### src/rtl/edge_event_arbiter.sv
// Multi-channel edge-event capture with round-robin scheduling onto one valid/ready port.
// Each channel edge-detects under its own mode; detected events wait as pending until granted.
module edge_event_arbiter #(
    parameter int unsigned N_CH = 4,
    parameter int unsigned CH_W = 2
) (
    input  logic            clk_i,
    input  logic            rst_i,
    input  logic [N_CH-1:0] pulse_i,
    input  logic            cfg_we_i,
    input  logic [CH_W-1:0] cfg_ch_i,
    input  logic [1:0]      cfg_mode_i,
    input  logic [N_CH-1:0] ovf_clr_i,
    output logic            evt_valid_o,
    input  logic            evt_ready_i,
    output logic [CH_W-1:0] evt_ch_o,
    output logic            evt_rise_o,
    output logic [N_CH-1:0] pend_o,
    output logic [N_CH-1:0] ovf_o
);

    typedef enum logic [0:0] {StIdle, StPresent} state_e;

    state_e                state_q, state_d;
    logic [N_CH-1:0][1:0]  mode_q, mode_d;
    logic [N_CH-1:0]       dly_q;
    logic [N_CH-1:0]       pend_q, pend_d;
    logic [N_CH-1:0]       ptype_q, ptype_d;
    logic [N_CH-1:0]       ovf_q, ovf_d;
    logic [CH_W-1:0]       ptr_q, ptr_d;
    logic [CH_W-1:0]       evt_ch_q, evt_ch_d;
    logic                  evt_rise_q, evt_rise_d;
    logic                  evt_valid_q, evt_valid_d;

    logic [N_CH-1:0]       rise, fall, qual;
    logic [CH_W-1:0]       sel;
    logic                  sel_found;
    logic                  grant;

    // Edge detection uses the previous-cycle sample regardless of mode.
    always_comb begin
        rise = pulse_i & ~dly_q;
        fall = ~pulse_i & dly_q;
        qual = '0;
        for (int c = 0; c < N_CH; c++) begin
            qual[c] = (rise[c] & mode_q[c][0]) | (fall[c] & mode_q[c][1]);
        end
    end

    // Round-robin search: first pending channel strictly after the last granted one.
    always_comb begin
        int unsigned idx;
        idx       = 0;
        sel       = '0;
        sel_found = 1'b0;
        for (int unsigned i = 1; i <= N_CH; i++) begin
            idx = (32'(ptr_q) + i) % N_CH;
            if (!sel_found && pend_q[CH_W'(idx)]) begin
                sel_found = 1'b1;
                sel       = CH_W'(idx);
            end
        end
    end

    assign grant = (state_q == StIdle) && sel_found;

    always_comb begin
        pend_d  = pend_q;
        ptype_d = ptype_q;
        ovf_d   = ovf_q & ~ovf_clr_i;
        mode_d  = mode_q;

        if (grant) begin
            pend_d[sel] = 1'b0;
        end

        // A channel granted this cycle already reads as free, so a new edge re-arms it.
        for (int c = 0; c < N_CH; c++) begin
            if (qual[c]) begin
                if (pend_d[c]) begin
                    ovf_d[c] = 1'b1;
                end else begin
                    pend_d[c]  = 1'b1;
                    ptype_d[c] = rise[c];
                end
            end
        end

        if (cfg_we_i) begin
            mode_d[cfg_ch_i] = cfg_mode_i;
            if (cfg_mode_i == 2'b00) begin
                pend_d[cfg_ch_i]  = 1'b0;
                ptype_d[cfg_ch_i] = 1'b0;
            end
        end
    end

    always_comb begin
        state_d     = state_q;
        evt_valid_d = evt_valid_q;
        evt_ch_d    = evt_ch_q;
        evt_rise_d  = evt_rise_q;
        ptr_d       = ptr_q;

        unique case (state_q)
            StIdle: begin
                if (grant) begin
                    evt_valid_d = 1'b1;
                    evt_ch_d    = sel;
                    evt_rise_d  = ptype_q[sel];
                    ptr_d       = sel;
                    state_d     = StPresent;
                end
            end
            StPresent: begin
                if (evt_ready_i) begin
                    evt_valid_d = 1'b0;
                    state_d     = StIdle;
                end
            end
            default: begin
                evt_valid_d = 1'b0;
                state_d     = StIdle;
            end
        endcase
    end

    always_ff @(posedge clk_i or posedge rst_i) begin
        if (rst_i) begin
            state_q     <= StIdle;
            mode_q      <= '0;
            dly_q       <= '0;
            pend_q      <= '0;
            ptype_q     <= '0;
            ovf_q       <= '0;
            ptr_q       <= CH_W'(N_CH - 1);
            evt_ch_q    <= '0;
            evt_rise_q  <= 1'b0;
            evt_valid_q <= 1'b0;
        end else begin
            state_q     <= state_d;
            mode_q      <= mode_d;
            dly_q       <= pulse_i;
            pend_q      <= pend_d;
            ptype_q     <= ptype_d;
            ovf_q       <= ovf_d;
            ptr_q       <= ptr_d;
            evt_ch_q    <= evt_ch_d;
            evt_rise_q  <= evt_rise_d;
            evt_valid_q <= evt_valid_d;
        end
    end

    assign evt_valid_o = evt_valid_q;
    assign evt_ch_o    = evt_ch_q;
    assign evt_rise_o  = evt_rise_q;
    assign pend_o      = pend_q;
    assign ovf_o       = ovf_q;

endmodule

### config.mk
export PLATFORM = sky130hd
export DESIGN_NAME = edge_event_arbiter
export DESIGN_NICKNAME = d
export VERILOG_FILES = /design/src/rtl/edge_event_arbiter.sv
export SDC_FILE = /design/constraint.sdc
export NUM_CORES = 1
export LEC_CHECK = 0
export CAP_MARGIN = 20
export CORE_ASPECT_RATIO = 0.5
export CORE_MARGIN = 5
export CORE_UTILIZATION = 40
export DETAILED_ROUTE_END_ITERATION = 12
export HOLD_SLACK_MARGIN = 0.08
export PLACE_DENSITY_LB_ADDON = 0.15
export SLEW_MARGIN = 5
export SYNTH_ARGS = -nofsm -noshare
export SYNTH_HDL_FRONTEND = slang
export SYNTH_SLANG_ARGS = --single-unit
### constraint.sdc
create_clock -name clk_i -period 4.9 [get_ports clk_i]
set_clock_uncertainty 0.2 [all_clocks]
set_input_delay 1.225 -clock clk_i [delete_from_list [all_inputs] [get_ports clk_i]]
set_output_delay 1.225 -clock clk_i [all_outputs]
set_load 0.005 [all_outputs]
Yosys cells after proc, flatten, opt, wreduce, memory -nomap -nowiden. Index checks and enable logic that the tools add are counted.

Bits of input ports: 16. Flip-flop bits (word level): 31. Logic and storage cells: 119. Output and inout port bits: 12.

Reductions and logical operators: 12. Add/subtract/negate cells: 4. Muxes and demuxes: 56. Magnitude comparators: 8. Equality and inequality tests: 2. Bitwise gates (word level): 24.

Operators by type and width (number): $mux 1 (35); $and 4x4->4 (6); $mux 4 (5); $not 4->4 (5); $lt 2x3->1 const B (6); $bmux 1 s2 (5); $mux 2 (5); $and 1x1->1 (8); $bwmux 8 (1); $logic_and 1x1->1 (6); $add 2x1->2 const B (2); $add 2x2->2 const B (2); $demux 1 s2 (2); $demux 2 s2 (1); $ge 2x1->1 const B (2); $ne 2x2->1 const B (2); $or 1x1->1 (4); $pmux 1 s2 (2); $reduce_and 2->1 (2); $logic_not 1->1 (3); $logic_not 2->1 (1); $not 1->1 (1).

Longest topological paths before layout. Gate-level depths: netlist of run 1.

Depth after elaboration: 25. Depth in mapped cells: 6.

Worst setup path after synthesis of run 1. No wires, ideal clock.

Path kind: input to register. Start point: input pulse_i[0]. End point: register ptype_q[0]. Setup slack: 2.509 ns. Path buffers: 0. Cell stages on the path: 5. Arrival time: 2.111 ns. Cell sequence: nor2b_1 a21oi_1 or3_1 o22ai_1 mux2i_1.

Word-level cells in the longest chain between the ends: 8. Elaborated cells between the ends (all ways): 11.

Ends and longest elaborated chain: start, declared (line 9) `input logic [N_CH-1:0] pulse_i,`; $not 4->4 (line 43) `fall = ~pulse_i & dly_q;`; $and 4x4->4 (line 43); $and 1x1->1 (line 46) `qual[c] = (rise[c] & mode_q[c][0]) | (fall[c] & mode_q[c][1]);`; $or 1x1->1 (line 46); $mux 1 * (line 79) `if (qual[c]) begin`; $and 4x4->4 (no line); $mux 4 (line 91) `if (cfg_mode_i == 2'b00) begin`; $mux 4 * (line 89) `if (cfg_we_i) begin`; named net ptype_d[0] (line 28) `logic [N_CH-1:0] ptype_q, ptype_d;`; end signal, assigned (line 145) `ptype_q <= ptype_d;`; end, declared (line 28).

Mark *: on every way through the listed nets, which the timed path passes. The rest lies on a longest branch. A chain may end at the register's enable or synchronous reset.

Worst setup path in the final report of run 1. Ends and elaborated chain as after synthesis.

==> summary.txt, run 1 <==
Run status
  – Status: finished clean

Floorplan
  – Die area: 5040 um2
  – I/O Pins: 28
  – Die height: 52.8 um
  – Die W: 95.5 um
  – Core area: 3470 um2
  – FP Rows: 15
  – Initial Utilization: 42.1%

Clock tree
  – Skew-Pair Late Insertion Delay: 0.28 ns
  – Root buffer cell: clkbuf_8
  – Post-cts resize count: 0
  – Clk slew on worst S/H paths: ~0.07 ns
  – CTS Buffer Depth: 2
  – CTS tree: yes
  – Clk sinks: 31
  – Post-CTS Setup Bufs: 0
  – Hold Buf Count CTS: 0
  – CTS buffer count: 5
  – CTS H-Tree Depth: 2

Global route
  – Largest net degree at the start of global routing: 32
  – Vias in the first global route: 1,143
  – First-pass GRT wire length: 5110 um
  – Antenna violations before repair: 0
  – Overflow after GRT: 0
  – Gr usage total: 13.7%

Yosys
  – Synth async-reset ratio: 100%
  – Synth warnings: 0
  – Syn Inst Count: 137
  – EDFF count, synth: 0
  – Ys flop type: dfrtp_1
  – Yosys reg bits: 31
  – Synth Area per Inst: 10.7 um2
  – Sequential share of the synthesized area: a little over half
  – Unique masters post-synth: 31
  – Cell Area, Synth: 1460 um2
  – Post-synth net total: between 150 and 200

STA
  – Slew @ Worst Pin: 0.546 ns
  – Endpoints failing hold: 0
  – TNS Setup: 0 ns
  – RSZ-0062 raised after global routing: no
  – Tmin final: between 2 and 3 ns
  – Max-slew headroom: 63.4%
  – Setup Viol. Count Final: 0
  – Hold WS: 0.271 ns
  – Peak Freq: 363 MHz
  – Final period util: between 50% and 60%
  – Slew Limit Fails: 0

Pwr
  – Worst vdd ir: about 180 uV
  – Lkg Pwr: approximately 0.81 nW
  – Pwr per Cell Area: around 530 nW/um2

Layout
  – Final Cell Area: 1900 um2
  – Fraction of layout cells with a size suffix above 1: 11.7%
  – # diodes: 0
  – Register area: 778 um2
  – NumNets Final: between 150 and 200
  – Multi-input gate area: 658 um2
  – Area Growth Syn to Fin: 29.7%
  – Filler cells: 318

Setup path
  – Crit path max fanout: 4
  – R2R cell count: 5
  – Endpoint class of the critical path: flop
  – Reg2reg setup slack: 2.80 ns
  – WP data arrival: 2.77 ns
  – WP data required: ~4.9 ns
  – Crit path launch type: input port
  – Reg2reg end: ptype_q[3]$_DFF_PP0_
  – Setup CP Type: in2reg
  – Reg-to-reg startpoint: pend_o[0]$_DFF_PP0_

Run
  – Max cap viols: 0

Route
  – WL/cell: 13.8 um
  – Vias per cell: 5.00
  – Antenna viol nets, final: 0
  – Via count: about 1.1k
  – DRC Markers: 0
  – Starting DRC count in detailed routing: 23
  – DRT Pass-1 Iters: 4
  – Final wirelength: 3060 um

Placement
  – Dpl cell area: 1800 um2
  – Post-DP HPWL: 2280 um
  – Routability Congestion: between 0.7 and 0.8
  – I/O Buffers: 27

Worst hold path
  – Min-Delay Path Class: reg2reg
  – Hold Path Sink: evt_ch_o[1]$_DFFE_PP0P_
  – Hold Crit Start: evt_ch_o[1]$_DFFE_PP0P_
  – Hold depth: 2
-- cells in the final DEF (no fill, tap or decap), types with 2 or more instances in the layout --
cell,Yosys,layout
clkdlybuf4s50_1,0,27
nor3_1,3,3
a21oi_1,6,6
dfrtp_1,29,29
mux2_2,8,8
o21ai_1,3,3
dfstp_2,2,2
nand2_1,21,21
o21a_1,2,2
nor2b_1,4,4
mux2i_1,6,6
nand3b_1,4,4
nand2b_1,2,2
a21boi_1,5,5
and3b_1,4,4
o22ai_1,6,6
nor3b_1,2,2
inv_1,5,5
clkbuf_8,0,7
or3_1,2,2
or2b_1,3,3
nor2_1,6,6
nand3_1,3,3
-- synth_stat cells, drive strengths merged, types with 2 or more instances --
cell | number | area (um2)
a21boi | 5 | 37.5
or2 | 2 | 15.0
dfstp | 2 | 52.6
inv | 5 | 18.8
o21a | 2 | 15.0
o21ai | 3 | 15.0
mux2 | 9 | 101
clkbuf | 2 | 7.51
a21oi | 6 | 30.0
nand2 | 21 | 78.8
nor2b | 4 | 25.0
or3 | 2 | 12.5
nor2 | 6 | 22.5
o22ai | 6 | 37.5
nor3 | 3 | 15.0
mux2i | 6 | 60.1
nand2b | 2 | 12.5
dfrtp | 29 | 726
nand3b | 4 | 30.0
nand3 | 3 | 15.0
nor3b | 2 | 15.0
or2b | 3 | 22.5
and3b | 4 | 35.0
-- kinds of logic after synthesis --
group	Yosys count	synth area share [%]
multiplexers	15	11.0
AND/OR/NAND/NOR	58	21.3
flip-flops	31	53.2
buffers and inverters	7	1.80
AO/OA/AOI/OAI	26	12.7
-- how the worst max path moves through the flow --
stage | to | from | depth (start not counted) | slack (ns)
global placement | ptype_q[0]$_DFF_PP0_ | pulse_i[0] | 6 | 1.93
detailed placement | ptype_q[0]$_DFF_PP0_ | pulse_i[0] | 6 | 1.85
global route | ptype_q[0]$_DFF_PP0_ | pulse_i[0] | 6 | 2.06
finish | ptype_q[0]$_DFF_PP0_ | pulse_i[0] | 6 | 2.15
CTS | pend_o[1] | pend_o[1]$_DFF_PP0_ | 1 | 2.14
floorplan | ptype_q[0]$_DFF_PP0_ | pulse_i[0] | 5 | 2.51
-- final cells by class --
| cell class | count | share of cell area, % |
|---|---|---|
| multi-input cells | 99 | 34.7 |
| flip-flops and latches | 31 | 41.0 |
| clock buffers | 8 | 5.28 |
| repair buffers | 28 | 14.6 |
| inverters | 5 | 0.989 |
| well taps | 51 | 3.36 |
-- report_power, final --
part / total, W / switching, W / internal, W
registers: 0.000414 / 0.0000722 / 0.000342
logic: 0.000364 / 0.000166 / 0.000199
clock network: 0.000224 / 0.0000956 / 0.000128
-- state kept, by name (all words and copies together), names as in the netlist --
name / count
ovf_o: 4
state_q: 1
dly_q: 4
evt_rise_o: 1
pend_o: 4
evt_valid_o: 1
evt_ch_o: 2
mode_q: 8
ptr_q: 2
ptype_q: 4
-- routing by layer --
metal | part of all wire (%) | wire [um] | GRT usage, %
met5 | 0 | 0 | 0
met4 | 1.9 | 58 | 6.37
met3 | 5.7 | 175 | 4.59
met2 | 41 | 1250 | 20.2
met1 | 51 | 1570 | 18.2
-- metrics by stage --
stage | util, % | power [W] | std cells | worst slack [ns]
2_1_floorplan | - | 0.000633 | 137 | 2.51
3_3_place_gp | 51.7 | 0.000783 | 214 | 1.93
3_5_place_dp | 51.7 | 0.000787 | 214 | 1.85
4_1_cts | 54.6 | 0.00101 | 222 | 2.14
5_1_grt | 54.6 | 0.00107 | 222 | 2.06
6_report | 54.6 | 0.00100 | 222 | 2.15
-- worst max-delay path: stages --
cell	delay, ns
clkdlybuf4s50_1	0.49
nor2b_1	0.19
a21oi_1	0.15
or3_1	0.33
o22ai_1	0.19
mux2i_1	0.20
No activity file was read; power rests on OpenSTA's default activity.
==> run 2: changes to the inputs <==
- clock period: 4.9 -> 2.4 ns (I/O delays scaled with it)
==> summary.txt, run 2 (same netlist as run 1, synthesis figures left out) <==
Route
  – Vias per cell: 4.94
  – Antenna viol nets, final: 0
  – DRT Pass-1 Iters: 3
  – Via count: 1,136
  – DRC Markers: 0
  – Starting DRC count in detailed routing: 43
  – Final wirelength: 3150 um
  – WL/cell: 13.7 um

STA
  – Slew @ Worst Pin: 0.563 ns
  – TNS Setup: 0 ns
  – Tmin final: 2.14 ns
  – Endpoints failing hold: 0
  – Slew Limit Fails: 0
  – Setup Viol. Count Final: 0
  – Final period util: 89.1%
  – RSZ-0062 raised after global routing: no
  – Max-slew headroom: 62.3%
  – Peak Freq: approximately 470 MHz

Clock tree
  – Clk sinks: 31
  – Skew-Pair Late Insertion Delay: around 0.28 ns
  – CTS H-Tree Depth: 2
  – Clk slew on worst S/H paths: approximately 0.060 ns
  – Post-cts resize count: 0
  – CTS Buffer Depth: 2
  – Root buffer cell: clkbuf_8
  – Hold Buf Count CTS: 0
  – CTS tree: yes
  – Post-CTS Setup Bufs: 0
  – CTS buffer count: 5

Pwr
  – Pwr per Cell Area: around 1000 nW/um2
  – Clock network power share: about a fifth
  – Internal: 0.00133 W
  – Worst vdd ir: 349 uV
  – Sequential power share: 41.3%
  – Switching Share: 34.2%
  – Psw: 0.000692 W
  – Lkg Pwr: 0.839 nW
  – Power share of the combinational group: 39.1%

Setup path
  – Crit path to: pend_o[3]
  – Buffer and inverter count on the worst path: 1
  – CP max stage cell: clkdlybuf4s50_1
  – Reg2reg end: ptype_q[3]$_DFF_PP0_
  – Worst Setup SP: pend_o[3]$_DFF_PP0_
  – Crit path max fanout: 8
  – Reg2reg setup slack: 0.31 ns
  – Setup CP Type: reg2out
  – R2R cell count: 5
  – Crit path cell chain: clkdlybuf4s50_1
  – Crit path launch type: flop
  – Largest stage delay on the critical path: 0.56 ns
  – WP data required: 1.60 ns
  – CP top delay family: buffers and inverters
  – Stages on worst setup path: 1
  – WP data arrival: 1.34 ns
  – Reg-to-reg startpoint: pend_o[1]$_DFF_PP0_
  – Endpoint class of the critical path: output pin

Floorplan
  – I/O Pins: 28
  – Core area: between 3000 and 4000 um2
  – Initial Utilization: 42.1%
  – FP Rows: 15
  – Die area: roughly 5000 um2
  – Die height: 52.8 um
  – Die W: 95.5 um

Layout
  – # diodes: 0
  – NumNets Final: 194
  – Area Growth Syn to Fin: 32.5%
  – Filler cells: 333
  – Most common cell after layout, fill and taps aside: dfrtp_1
  – Largest register FFs: 8
  – Final Cell Area: 1940 um2
  – Fraction of layout cells with a size suffix above 1: 15.1%
  – Reg with most FFs: mode_q
  – Most frequent cells in the layout: dfrtp_1, clkdlybuf4s50_1, nand2_1, buf_4, mux2_2

Worst hold path
  – Hold depth: 2
  – Min-Delay Path Class: reg2reg

Global route
  – Largest net degree at the start of global routing: 32
  – Gr usage total: 15.3%
  – First-pass GRT wire length: 5560 um
  – Vias in the first global route: 1,185
  – Overflow after GRT: 0
  – Antenna violations before repair: 0

Placement
  – I/O Buffers: 27
  – Post-DP HPWL: 2400 um
  – Routability Congestion: 0.747
  – Dpl cell area: 1860 um2

Run
  – Max cap viols: 0

Run status
  – Status: finished clean
-- run 2: cell type report --
type	instances	area [um2]	share of cell area, %
multi-input combinational	99	658	34.0
timing repair buffer	36	338	17.4
inverter	5	18.8	0.968
tap	51	63.8	3.29
clock buffer	7	76.3	3.94
sequential	31	778	40.2
clock inverter	1	5.00	0.258
-- run 2: how the worst min path moves through the flow --
| stage | startpoint | slack, ns | to |
|---|---|---|---|
| floorplan | evt_valid_o$_DFFE_PP0P_ | 0.27 | evt_valid_o$_DFFE_PP0P_ |
| global placement | evt_valid_o$_DFFE_PP0P_ | 0.26 | evt_valid_o$_DFFE_PP0P_ |
| detailed placement | evt_ch_o[1]$_DFFE_PP0P_ | 0.26 | evt_ch_o[1]$_DFFE_PP0P_ |
| CTS | evt_valid_o$_DFFE_PP0P_ | 0.28 | evt_valid_o$_DFFE_PP0P_ |
| global route | evt_ch_o[1]$_DFFE_PP0P_ | 0.30 | evt_ch_o[1]$_DFFE_PP0P_ |
| finish | evt_ch_o[1]$_DFFE_PP0P_ | 0.27 | evt_ch_o[1]$_DFFE_PP0P_ |
-- run 2: stage by stage --
stage | worst slack [ns] | instances | hold slack, ns | power (W) | utilization [%]
global placement | 0.101 | 222 | 0.259 | 0.00162 | 53.5
detailed placement | 0.00398 | 222 | 0.261 | 0.00164 | 53.5
finish | 0.261 | 230 | 0.269 | 0.00202 | 55.8
CTS | 0.250 | 230 | 0.278 | 0.00205 | 55.8
floorplan | 0.503 | 137 | 0.267 | 0.00129 | -
global route | 0.181 | 230 | 0.297 | 0.00218 | 55.8
-- run 2: metal layers --
layer / vias up / part of all wire [%] / routed length [um] / global-route usage, %
met2: 22 / 41 / 1290 / 21.4
met3: 6 / 6.1 / 193 / 7.03
met5: - / 0 / 0 / 0
met1: 543 / 51 / 1610 / 20.4
met4: 0 / 1.5 / 48 / 5.90
li1: 565 / - / - / -
-- run 2: power groups by stage --
stage / Sequential, W / Clock, W / Combinational, W
after global placement: 0.000838 / 0 / 0.000784
after CTS: 0.000834 / 0.000415 / 0.000802
after global routing: 0.000860 / 0.000448 / 0.000877
after floorplan: 0.000825 / 0 / 0.000468
after detailed placement: 0.000845 / 0 / 0.000796
final: 0.000834 / 0.000396 / 0.000791
==> run 3: changes to the inputs <==
- CTS_CLUSTER_DIAMETER: unset -> 50
- clock period: 2.4 -> 2.5 ns (I/O delays scaled with it)
==> summary.txt, run 3 (same netlist as run 1, synthesis figures left out) <==
Clock tree
  – Hold Buf Count CTS: 0
  – Post-CTS Setup Bufs: 0
  – CTS H-Tree Depth: 2
  – CTS Buffer Depth: 2
  – Clk sinks: 31
  – CTS tree: yes
  – Root buffer cell: clkbuf_8
  – Clk slew on worst S/H paths: 0.07 ns
  – CTS buffer count: 5
  – Post-cts resize count: 0
  – Skew-Pair Late Insertion Delay: between 0.2 and 0.3 ns

STA
  – Slew @ Worst Pin: about 0.53 ns
  – Peak Freq: 463 MHz
  – TNS Setup: 0 ns
  – Final period util: 86.5%
  – Tmin final: 2.16 ns
  – Slew Limit Fails: 0
  – Setup Viol. Count Final: 0
  – Hold WS: 0.279 ns
  – Max-slew headroom: approximately 65%
  – RSZ-0062 raised after global routing: no
  – Endpoints failing hold: 0

Global route
  – Vias in the first global route: 1,148
  – First-pass GRT wire length: roughly 5500 um
  – GR met1 Demand/Resource: 20.0%
  – GRT met2 Usage: 21.2%
  – Largest net degree at the start of global routing: 32
  – Most Crowded Layer GR: met2
  – Met3 Track Usage GR: 5.45%
  – Antenna violations before repair: 0
  – Gr usage total: 14.9%
  – Overflow after GRT: 0

Placement
  – Cell count after placement: 217
  – Post-DP HPWL: 2300 um
  – I/O Buffers: 27
  – Routability Congestion: between 0.7 and 0.8

Layout
  – NumNets Final: 189
  – Layout Cells excl Fill: 225
  – Fraction of layout cells with a size suffix above 1: 13.8%
  – Area Growth Syn to Fin: 32.4%
  – Largest register FFs: 8
  – Most common cell after layout, fill and taps aside: dfrtp_1
  – Most frequent cells in the layout: dfrtp_1, clkdlybuf4s50_1, nand2_1, mux2_2
  – # diodes: 0
  – Reg with most FFs: mode_q

Route
  – WL/cell: about 14 um
  – Vias per cell: 4.93
  – DRT Pass-1 Iters: 4
  – Via count: 1,110
  – Final wirelength: 3100 um
  – Starting DRC count in detailed routing: 22
  – DRC Markers: 0
  – Antenna viol nets, final: 0

Worst hold path
  – Min-Delay Path Class: reg2reg

Setup path
  – Crit path launch type: flop
  – WP data required: 1.67 ns
  – Crit path max fanout: 8
  – Crit path cell chain: clkdlybuf4s50_1
  – Endpoint class of the critical path: output pin
  – CP top delay family: buffers and inverters
  – Buffer and inverter count on the worst path: 1
  – WP data arrival: approximately 1.3 ns
  – CP max stage cell: clkdlybuf4s50_1
  – Largest stage delay on the critical path: 0.56 ns
  – Setup CP Type: reg2out

Run status
  – Status: finished clean

Run
  – Max cap viols: 0

Floorplan
  – FP Rows: 15
  – Die height: 52.8 um
  – Die area: 5040 um2
  – Die W: 95.5 um
  – Initial Utilization: 42.1%
  – I/O Pins: 28
  – Core area: approximately 3500 um2

Pwr
  – Total Power: 0.00205 W
  – Lkg Pwr: 0.835 nW
  – Worst vdd ir: 386 uV
  – Pwr per Cell Area: 1060 nW/um2
==> run 3: cell count changes in the layout (fill, tap and decap cells not counted), sizes merged <==
cell | before | now
buf | 9 | 4
bufinv | 0 | 1
clkbuf | 7 | 6
==> run 3: worst min-delay path, delay by kind of cell (launching register included) <==
| family | cells | cell delay [ns] |
|---|---|---|
| flops | 1 | 0.34 |
| simple gates | 2 | 0.10 |
==> run 3: through the flow <==
stage / utilization (%) / instance area, um2 / setup slack, ns
global route: 55.8 / 1940 / 0.180
CTS: 55.8 / 1940 / 0.342
detailed placement: 52.4 / 1820 / 0.105
finish: 55.8 / 1940 / 0.339
global placement: 52.4 / 1820 / 0.181
floorplan: - / 1460 / 0.603
==> run 3: metal layers <==
metal	share of wire [%]	vias to the layer above
met5	0	-
met4	2.1	0
met3	5.6	7
met2	41	25
met1	51	519
li1	-	559
==> run 3: final timing paths <==
| check | startpoint | cells after the start | end | slack, ns |
|---|---|---|---|---|
| max in group asynchronous | rst_i | 3 | ptr_q[0]$_DFFE_PP1P_ | 1.25 |
| min in group asynchronous | rst_i | 3 | mode_q[1]$_DFFE_PP0P_ | 0.52 |
| min reg2reg | evt_ch_o[1]$_DFFE_PP0P_ | 2 | evt_ch_o[1]$_DFFE_PP0P_ | 0.28 |
| min | evt_ch_o[1]$_DFFE_PP0P_ | 2 | evt_ch_o[1]$_DFFE_PP0P_ | 0.28 |
| max reg2reg | pend_o[3]$_DFF_PP0_ | 5 | ptype_q[1]$_DFF_PP0_ | 0.38 |
| max | pend_o[3]$_DFF_PP0_ | 1 | pend_o[3] | 0.34 |
==> run 3: report_power, final <==
part	internal, W	total (W)	switching (W)	leakage (nW)
Combinational	0.000394	0.000717	0.000323	0.405
Clock	0.000322	0.000517	0.000195	0.0612
Sequential	0.000670	0.000812	0.000141	0.369
Total	0.00139	0.00205	0.000660	0.835
==> run 3: cell type report <==
cell class / instances / area (um2)
Clock buffer: 6 / 82.6
Clock inverter: 2 / 35.0
Fill cell: 305 / 1540
Inverter: 5 / 18.8
Multi-Input combinational cell: 99 / 658
Sequential cell: 31 / 778
Tap cell: 51 / 63.8
Timing Repair Buffer: 31 / 300
